[config.mk]
export PLATFORM = sky130hd
export DESIGN_NAME = l2_array_sched
export DESIGN_NICKNAME = d
export VERILOG_FILES = /design/src/rtl/l2_array_sched.sv
export SDC_FILE = /design/constraint.sdc
export NUM_CORES = 1
export LEC_CHECK = 0
export ABC_AREA = 1
export CORE_MARGIN = 10
export CORE_UTILIZATION = 41
export DETAILED_ROUTE_END_ITERATION = 10
export HOLD_SLACK_MARGIN = 0.12
export PLACE_DENSITY = 0.78
export SYNTH_ARGS = -nofsm -noshare
export SYNTH_HDL_FRONTEND = slang
export SYNTH_SLANG_ARGS = --single-unit
[constraint.sdc]
create_clock -name clk -period 2 [get_ports clk]
set_input_delay 0.6 -clock clk [delete_from_list [all_inputs] [get_ports clk]]
set_output_delay 0.6 -clock clk [all_outputs]
set_load 0.01 [all_outputs]
[src/rtl/l2_array_sched.sv]
// l2_array_sched: round-robin scheduler sharing one single-ported L2 flip-flop array
// between NUM_REQ requesters. One read or write is granted per cycle. The response
// (read data or write ack) is returned the cycle after the grant. The block also
// disarms the array write path after reset and runs a whole-array zeroing flush.
//
// Ports:
//   clk, rst_n          clock, asynchronous active-low reset
//   req_valid/we        per-requester request and op (1 = write)
//   req_addr/wdata      per-requester set index and write data (flattened)
//   req_ready           one-hot grant
//   resp_valid          one-cycle response pulse, cycle after grant
//   resp_rdata          read data for a read response, 0 otherwise
//   flush_req           pulse: zero every set
//   flush_done          one-cycle pulse after the last flush write
//   arr_csb/web/addr/din/dout  array port (csb/web active-low)
module l2_array_sched #(
   parameter int unsigned S_INDEX = 4,
   parameter int unsigned WIDTH   = 1,
   parameter int unsigned NUM_REQ = 2
) (
   input  logic                       clk,
   input  logic                       rst_n,
   input  logic [NUM_REQ-1:0]         req_valid,
   input  logic [NUM_REQ-1:0]         req_we,
   input  logic [NUM_REQ*S_INDEX-1:0] req_addr,
   input  logic [NUM_REQ*WIDTH-1:0]   req_wdata,
   output logic [NUM_REQ-1:0]         req_ready,
   output logic [NUM_REQ-1:0]         resp_valid,
   output logic [WIDTH-1:0]           resp_rdata,
   input  logic                       flush_req,
   output logic                       flush_done,
   output logic                       arr_csb,
   output logic                       arr_web,
   output logic [S_INDEX-1:0]         arr_addr,
   output logic [WIDTH-1:0]           arr_din,
   input  logic [WIDTH-1:0]           arr_dout
);

   localparam int unsigned NUM_SETS = 2 ** S_INDEX;
   localparam int unsigned IdW      = (NUM_REQ > 1) ? $clog2(NUM_REQ) : 1;

   typedef enum logic [2:0] {StInit, StIdle, StBusy, StFlush, StFdone} state_e;

   state_e             state_q, state_d;
   logic [IdW-1:0]     prio_q, prio_d;
   logic [IdW-1:0]     pend_id_q, pend_id_d;
   logic               pend_we_q, pend_we_d;
   logic [S_INDEX-1:0] cnt_q, cnt_d;

   // Round-robin arbiter: rotate the valid vector so prio_q lands at bit 0, take the
   // first set bit, then rotate the offset back into a requester id.
   logic [2*NUM_REQ-1:0] rot_valid;
   logic                 gnt_found;
   logic [IdW-1:0]       gnt_off;
   logic [IdW:0]         gnt_sum;
   logic [IdW-1:0]       gnt_id;
   logic [NUM_REQ-1:0]   gnt_oh;
   logic                 sel_we;
   logic [S_INDEX-1:0]   sel_addr;
   logic [WIDTH-1:0]     sel_din;
   logic                 grant_ok;

   always_comb begin
      rot_valid = {req_valid, req_valid} >> prio_q;
      gnt_found = 1'b0;
      gnt_off   = '0;
      for (int k = int'(NUM_REQ) - 1; k >= 0; k--) begin
         if (rot_valid[k]) begin
            gnt_found = 1'b1;
            gnt_off   = IdW'(k);
         end
      end
      gnt_sum = {1'b0, prio_q} + {1'b0, gnt_off};
      gnt_id  = (gnt_sum >= (IdW + 1)'(NUM_REQ)) ? IdW'(gnt_sum - (IdW + 1)'(NUM_REQ))
                                                 : IdW'(gnt_sum);
      gnt_oh   = gnt_found ? (NUM_REQ'(1) << gnt_id) : '0;
      sel_we   = req_we[gnt_id];
      sel_addr = req_addr[32'(gnt_id) * S_INDEX +: S_INDEX];
      sel_din  = req_wdata[32'(gnt_id) * WIDTH +: WIDTH];
      // flush_req is only honoured from IDLE/BUSY; FDONE grants regardless.
      grant_ok = (state_q == StFdone) ||
                 (((state_q == StIdle) || (state_q == StBusy)) && !flush_req);
   end

   // State register
   always_ff @(posedge clk or negedge rst_n) begin
      if (!rst_n) begin
         state_q   <= StInit;
         prio_q    <= '0;
         pend_id_q <= '0;
         pend_we_q <= 1'b0;
         cnt_q     <= '0;
      end else begin
         state_q   <= state_d;
         prio_q    <= prio_d;
         pend_id_q <= pend_id_d;
         pend_we_q <= pend_we_d;
         cnt_q     <= cnt_d;
      end
   end

   // Next-state logic
   always_comb begin
      state_d   = state_q;
      prio_d    = prio_q;
      pend_id_d = pend_id_q;
      pend_we_d = pend_we_q;
      cnt_d     = cnt_q;
      unique case (state_q)
         StInit: state_d = StIdle;
         StIdle, StBusy, StFdone: begin
            if (!grant_ok) begin
               state_d = StFlush;
               cnt_d   = '0;
            end else if (gnt_found) begin
               state_d   = StBusy;
               pend_id_d = gnt_id;
               pend_we_d = sel_we;
               prio_d    = (gnt_id == IdW'(NUM_REQ - 1)) ? '0 : gnt_id + IdW'(1);
            end else begin
               state_d = StIdle;
            end
         end
         StFlush: begin
            // Leave by state exit rather than letting the counter overflow.
            if (cnt_q == S_INDEX'(NUM_SETS - 1)) begin
               state_d = StFdone;
               cnt_d   = '0;
            end else begin
               cnt_d = cnt_q + S_INDEX'(1);
            end
         end
         default: state_d = StInit;
      endcase
   end

   // Outputs
   always_comb begin
      req_ready  = '0;
      resp_valid = '0;
      resp_rdata = '0;
      flush_done = 1'b0;
      arr_csb    = 1'b1;
      arr_web    = 1'b1;
      arr_addr   = '0;
      arr_din    = '0;
      unique case (state_q)
         // INIT is also the in-reset state; keep the array deselected until release.
         StInit: arr_csb = ~rst_n;
         StIdle, StBusy, StFdone: begin
            if (state_q == StBusy) begin
               for (int i = 0; i < int'(NUM_REQ); i++) begin
                  resp_valid[i] = (pend_id_q == IdW'(i));
               end
               resp_rdata = pend_we_q ? '0 : arr_dout;
            end
            flush_done = (state_q == StFdone);
            if (grant_ok && gnt_found) begin
               req_ready = gnt_oh;
               arr_csb   = 1'b0;
               arr_web   = ~sel_we;
               arr_addr  = sel_addr;
               arr_din   = sel_din;
            end
         end
         StFlush: begin
            arr_csb  = 1'b0;
            arr_web  = 1'b0;
            arr_addr = cnt_q;
         end
         default: ;
      endcase
   end

endmodule

-- Yosys cells after proc, flatten, opt, wreduce, memory -nomap -nowiden
Index checks and enable logic that the tools add are counted.
- register bits: 10
- bits of input ports: 18
- output and inout bits: 13
- logic and storage cells: 66
- $add $sub $neg: 4
- $lt $le $gt $ge: 2
- equal/unequal tests: 7
- shifts and indexed selects: 4
- mux-type cells: 31
- bitwise gates (word level): 3
- reduce and logical (&&, ||, !) cells: 10
- operator list (operator ; number):
    case mux 4 bit (2 select lines) ; 2
    2-to-1 mux 1 bit ; 15
    2-to-1 mux 2 bit ; 7
    2-to-1 mux 4 bit ; 3
    case mux 3 bit (3 select lines) ; 1
    indexed part select 8 x 4 -> 4 bit ; 1
    == test 3 x 2 -> 1 bit, second input constant ; 2
    adder 4 x 1 -> 4 bit, second input constant ; 1
    == test 4 bit, second input constant ; 1
    inequality test 2 bit, second input constant ; 2
    right shift 4 x 1 -> 2 bit ; 1
    == test 3 x 1 -> 1 bit, second input constant ; 1
    == test 3 bit, second input constant ; 1
    zero test 3 bit ; 1
    2-to-1 mux 3 bit ; 1
    NOT 1 bit ; 3
    case mux 1 bit (3 select lines) ; 1
    AND reduction 3 bit ; 1
    OR reduction 3 bit ; 1
    adder 1 x 1 -> 2 bit ; 1
    greater-or-equal comparator 2 bit, second input constant ; 1
    logical AND 1 bit ; 2
    logical OR 1 bit ; 2
    less-than comparator 1 x 2 -> 1 bit, second input constant ; 1
    other kinds (8) ; 8

-- Longest topological paths before layout
- depth in word-level cells: 11
- depth in mapped cells: 8
- mapped depth without buffers: 8

-- Worst setup path before layout
OpenSTA, ideal clock, no wires.
- path type: input to output
- start point: input port req_valid[1]
- end point: output port arr_din
- arrival: 1.272 ns
- data required time: 1.400 ns
- setup slack: 0.128 ns
- stages on the path: 6
- path buffers: 0
- cell sequence: nand2_1 nand2_1 nand2_2 inv_1 nand2_1 a21oi_1
- word-level cells in the longest chain between the ends: 9
- elaborated cells between the ends (all ways): 12
- those cells by class: add/sub (2); order compare (1); shift (2); mux (6); reduce/logical (1)
- RTL lines (what ; RTL line ; source):
    start: declaration ; 23 ; input logic [NUM_REQ-1:0] req_valid,
    right shift 4 x 1 -> 2 bit (*) ; 64 ; rot_valid = {req_valid, req_valid} >> prio_q;
    2-to-1 mux 1 bit (2 in series) ; 68 ; if (rot_valid[k]) begin
    adder 1 x 1 -> 2 bit ; 73 ; gnt_sum = {1'b0, prio_q} + {1'b0, gnt_off};
    greater-or-equal comparator 2 bit or subtractor 1 bit (tied branches) ; 74 ; gnt_id = (gnt_sum >= (IdW + 1)'(NUM_REQ)) ? IdW'(gnt_sum - (IdW + 1)'(NUM_REQ))
    2-to-1 mux 1 bit ; 74 ;
    indexed part select 2 x 2 -> 1 bit ; 79 ; sel_din = req_wdata[32'(gnt_id) * WIDTH +: WIDTH];
    2-to-1 mux 1 bit (*) ; 158 ; if (grant_ok && gnt_found) begin
    2-to-1 mux 1 bit (*) ; 147 ; unique case (state_q)
    end: declaration ; 35 ; output logic [WIDTH-1:0] arr_din,
Every way passes the cells marked *; elsewhere a longest branch is shown, timed or not.

-- Final worst setup path
- start point: register state_q[1]
- end point: output port arr_addr[0]
- word-level cells in the longest chain between the ends: 7
- elaborated cells between the ends (all ways): 11
- those cells by class: eq/ne (4); mux (2); reduce/logical (5)
- RTL lines (what ; RTL line ; source):
    start: declaration ; 44 ; state_e state_q, state_d;
    start signal: assignment ; 88 ; state_q <= StInit;
    start signal: assignment ; 94 ; state_q <= state_d;
    == test 3 x 1 -> 1 bit or == test 3 x 2 -> 1 bit (tied branches) ; 82, 147 ;
    logical OR 1 bit ; 82 ; (((state_q == StIdle) || (state_q == StBusy)) && !flush_req);
    logical AND 1 bit ; 82 ;
    logical OR 1 bit ; 81 ; grant_ok = (state_q == StFdone) ||
    logical AND 1 bit ; 158 ;
    2-to-1 mux 4 bit ; 158 ;
    case mux 4 bit (2 select lines) (*) ; 147 ;
    end: declaration ; 34 ; output logic [S_INDEX-1:0] arr_addr,
Marks and branches as above.

==> flow_metrics.py <==
metrics = {
    "run_status": {
        "outcome": "finished with violations",
        "violations": "negative setup slack",
    },
    "final_layout": {
        "stdcell_count": 214,
        "layout-drive-gt1-share_pct": 44.97,
        "final_common_cell": "nand2_1",
        "area_delta_synth_final_pct": 89.54,
        "diodes": 0,
        "multi_input_area_um2": 513.0,
        "fillers": 109,
        "fin_area_mm2": 0.001406,
        "final_cell_mix": "nand2_1 (46), buf_4 (36), clkdlybuf4s50_1 (14)",
        "final_util_pct": 81.45,
        "fin_nets": 210,
        "seqCellArea_um2": 251.5,
    },
    "critical_path": {
        "required_ps": 1400,
        "cpMaxStageDelayCell": "dfrtp_1",
        "critPathTopFamily": "simple AND/OR/NAND/NOR gates",
        "cp.buffers_inverters": 2,
        "critPathArrivalTime_ps": 1600,
        "cp_cell_sequence": "nor2_2, nand2_1, nand2_2, nand2_2, nor2_4, buf_6, nand3_2, nand2_1, buf_2",
        "startpoint_type": "flop",
        "max_stage_delay_ps": 420,
        "r2r_slack_ps": 180,
        "crit_path_max_fanout": 6,
        "crit_type": "flop to output pin",
        "crit_path_end_kind": "output pin",
    },
    "power": {
        "ir_drop_uv": 1030,
        "power_density_mw_per_mm2": 1201,
        "design_power_total_mw": 1.690,
        "p_leak_nw": 0.7839,
    },
    "yosys": {
        "synth_seq_area_share_pct": 33.73,
        "synthSimpleGateAreaFrac_pct": 51.94,
        "synth-adder-area-share_pct": 1.686,
        "yosysWarnings": 0,
        "synthXorXnorAreaFrac_pct": 1.180,
        "synth_cells": 118,
        "yosys.area.top_type": "dfrtp_1",
        "synth.area.top_cells": "dfrtp_1 (34%), nand2_1 (26%), nand3_1 (9.4%)",
        "netlist.area_leader.share_pct": 33.73,
        "ys_ff_latch": 10,
        "synth_compound_area_share_pct": 3.373,
        "synth_top_family_by_area": "simple AND/OR/NAND/NOR gates",
        "synth.distinct_cells": 16,
        "syn_nets": 137,
        "synth_area_um2": 742.0,
        "muxShareOfSynthArea_pct": 0,
        "syn_avg_cell_area_um2": 6.288,
    },
    "placement": {
        "port_buffers": 30,
        "hpwl_um": 1901,
        "dp.cells": 192,
        "place_congestion": 0.8618,
        "placed_area_mm2": 0.001216,
        "pre_cts_slack_ps": -952.3,
    },
    "clock_network": {
        "cts-root-buf": "clkbuf_4",
        "clk_latency_ps": 270,
        "htree_levels": 1,
        "cts_buffers": 3,
        "clkTransAtPathRegs_ps": 70,
        "clk_path_buf_depth": 2,
        "cts_sinks": 10,
        "cts_tree": "built",
        "postCtsHoldBufs": 0,
    },
    "detailed_routing": {
        "first_pass_iters": 4,
        "wl_per_cell_um": 13.93,
        "ant_nets": 0,
        "drc": 0,
        "vias_per_cell": 4.850,
        "drtIter0Drc": 25,
        "vias": 1038,
        "wl_um": 2982,
    },
    "floorplan": {
        "die_y_um": 62.54,
        "die_area_mm2": 0.003911,
        "start_util_pct": 42.97,
        "coreArea_mm2": 0.001727,
        "fp.dieW_um": 62.54,
        "ios": 31,
        "rows": 15,
    },
    "timing": {
        "fmax_mhz": 453.7,
        "tns_ps": -1559,
        "period_share_pct": 110.2,
        "worstMarginPinSlew_ps": 183.2,
        "hold_viol_final": 0,
        "whs_ps": 517.5,
        "slew_violations": 0,
        "rsz0062_at_grt": "yes",
        "setup_violations": 9,
        "skew_ps": 6.795,
        "fin_crit_ps": 2204,
        "layout_setup_ws_ps": -204.2,
        "max_slew_margin_pct": 87.79,
    },
    "worst_hold_path": {
        "holdCritPathClass": "flop to flop",
    },
    "grt": {
        "track_usage_pct": 14.14,
        "grt_overflow": 0,
        "grt_start_max_net_pins": 11,
        "grt_pass1_vias": 1129,
        "grt_pass1_wl_um": 4774,
        "grt_antenna_before_repair": 0,
    },
    "run": {
        "max-cap-violations": 0,
    },
}
[cell usage after synthesis]
| master | instances |
|---|---|
| inv_1 | 15 |
| inv_2 | 1 |
| nor2_4 | 2 |
| nor2_2 | 1 |
| nand4_1 | 1 |
| dfrtp_1 | 10 |
| nor3b_1 | 1 |
| xor2_1 | 1 |
| nand3_2 | 2 |
| nand2_2 | 5 |
| nor2_1 | 7 |
| a21oi_1 | 1 |
| nand3_1 | 14 |
| ha_1 | 1 |
| nand2_1 | 52 |
| o21ai_0 | 4 |
[report_power, final]
part	leakage (nW)	internal, mW	switching, mW	total (mW)
Combinational	0.647	0.573	0.594	1.17
Clock	0.0138	0.0697	0.0760	0.146
Sequential	0.123	0.286	0.0906	0.376
[layout make-up]
| type | count | share of cell area [%] |
|---|---|---|
| timing repair buffer | 68 | 37.54 |
| sequential | 10 | 17.88 |
| inverter | 16 | 4.270 |
| multi-input combinational | 92 | 36.48 |
| clock buffer | 3 | 1.601 |
| tap | 25 | 2.224 |
[cells by family after synthesis]
group | count (synthesis)
AO/OA/AOI/OAI | 5
adder cells (fa/ha/maj) | 1
AND/OR/NAND/NOR | 85
XOR/XNOR | 1
buffers and inverters | 16
flip-flops | 10
[flip-flops by register name, summed over array words and instances, names as in the netlist]
register,cells
pend_we_q,1
pend_id_q,1
state_q,3
cnt_q,4
prio_q,1
[worst paths after layout]
path                            start  depth (start not counted)          end
max                        state_q[1]                          9  arr_addr[0]
min                         pend_id_q                          2    pend_id_q
max reg2reg                state_q[1]                         12   state_q[0]
min reg2reg                 pend_id_q                          2    pend_id_q
max in group asynchronous       rst_n                          2   state_q[2]
min in group asynchronous       rst_n                          2    pend_we_q
[timing repair]
action                     CTS  global route
buffers inserted            17             5
gates resized for setup     67            16
pin swaps                   13             9
cloned                       0             0
setup endpoints to repair   13            13
[layer usage]
| layer | track usage, % | routed length [µm] |
|---|---|---|
| met2 | 24.87 | 1522 |
| met5 | 0 | 0 |
| met1 | 14.75 | 1249 |
| met4 | 6.145 | 82 |
| met3 | 5.018 | 127 |
[tightest hold or removal path: stages, from the launching register on]
cell and delay [ps]:
dfrtp_1 370, nand2_1 60, nand2_1 60
(Power assumes the default switching activity.)
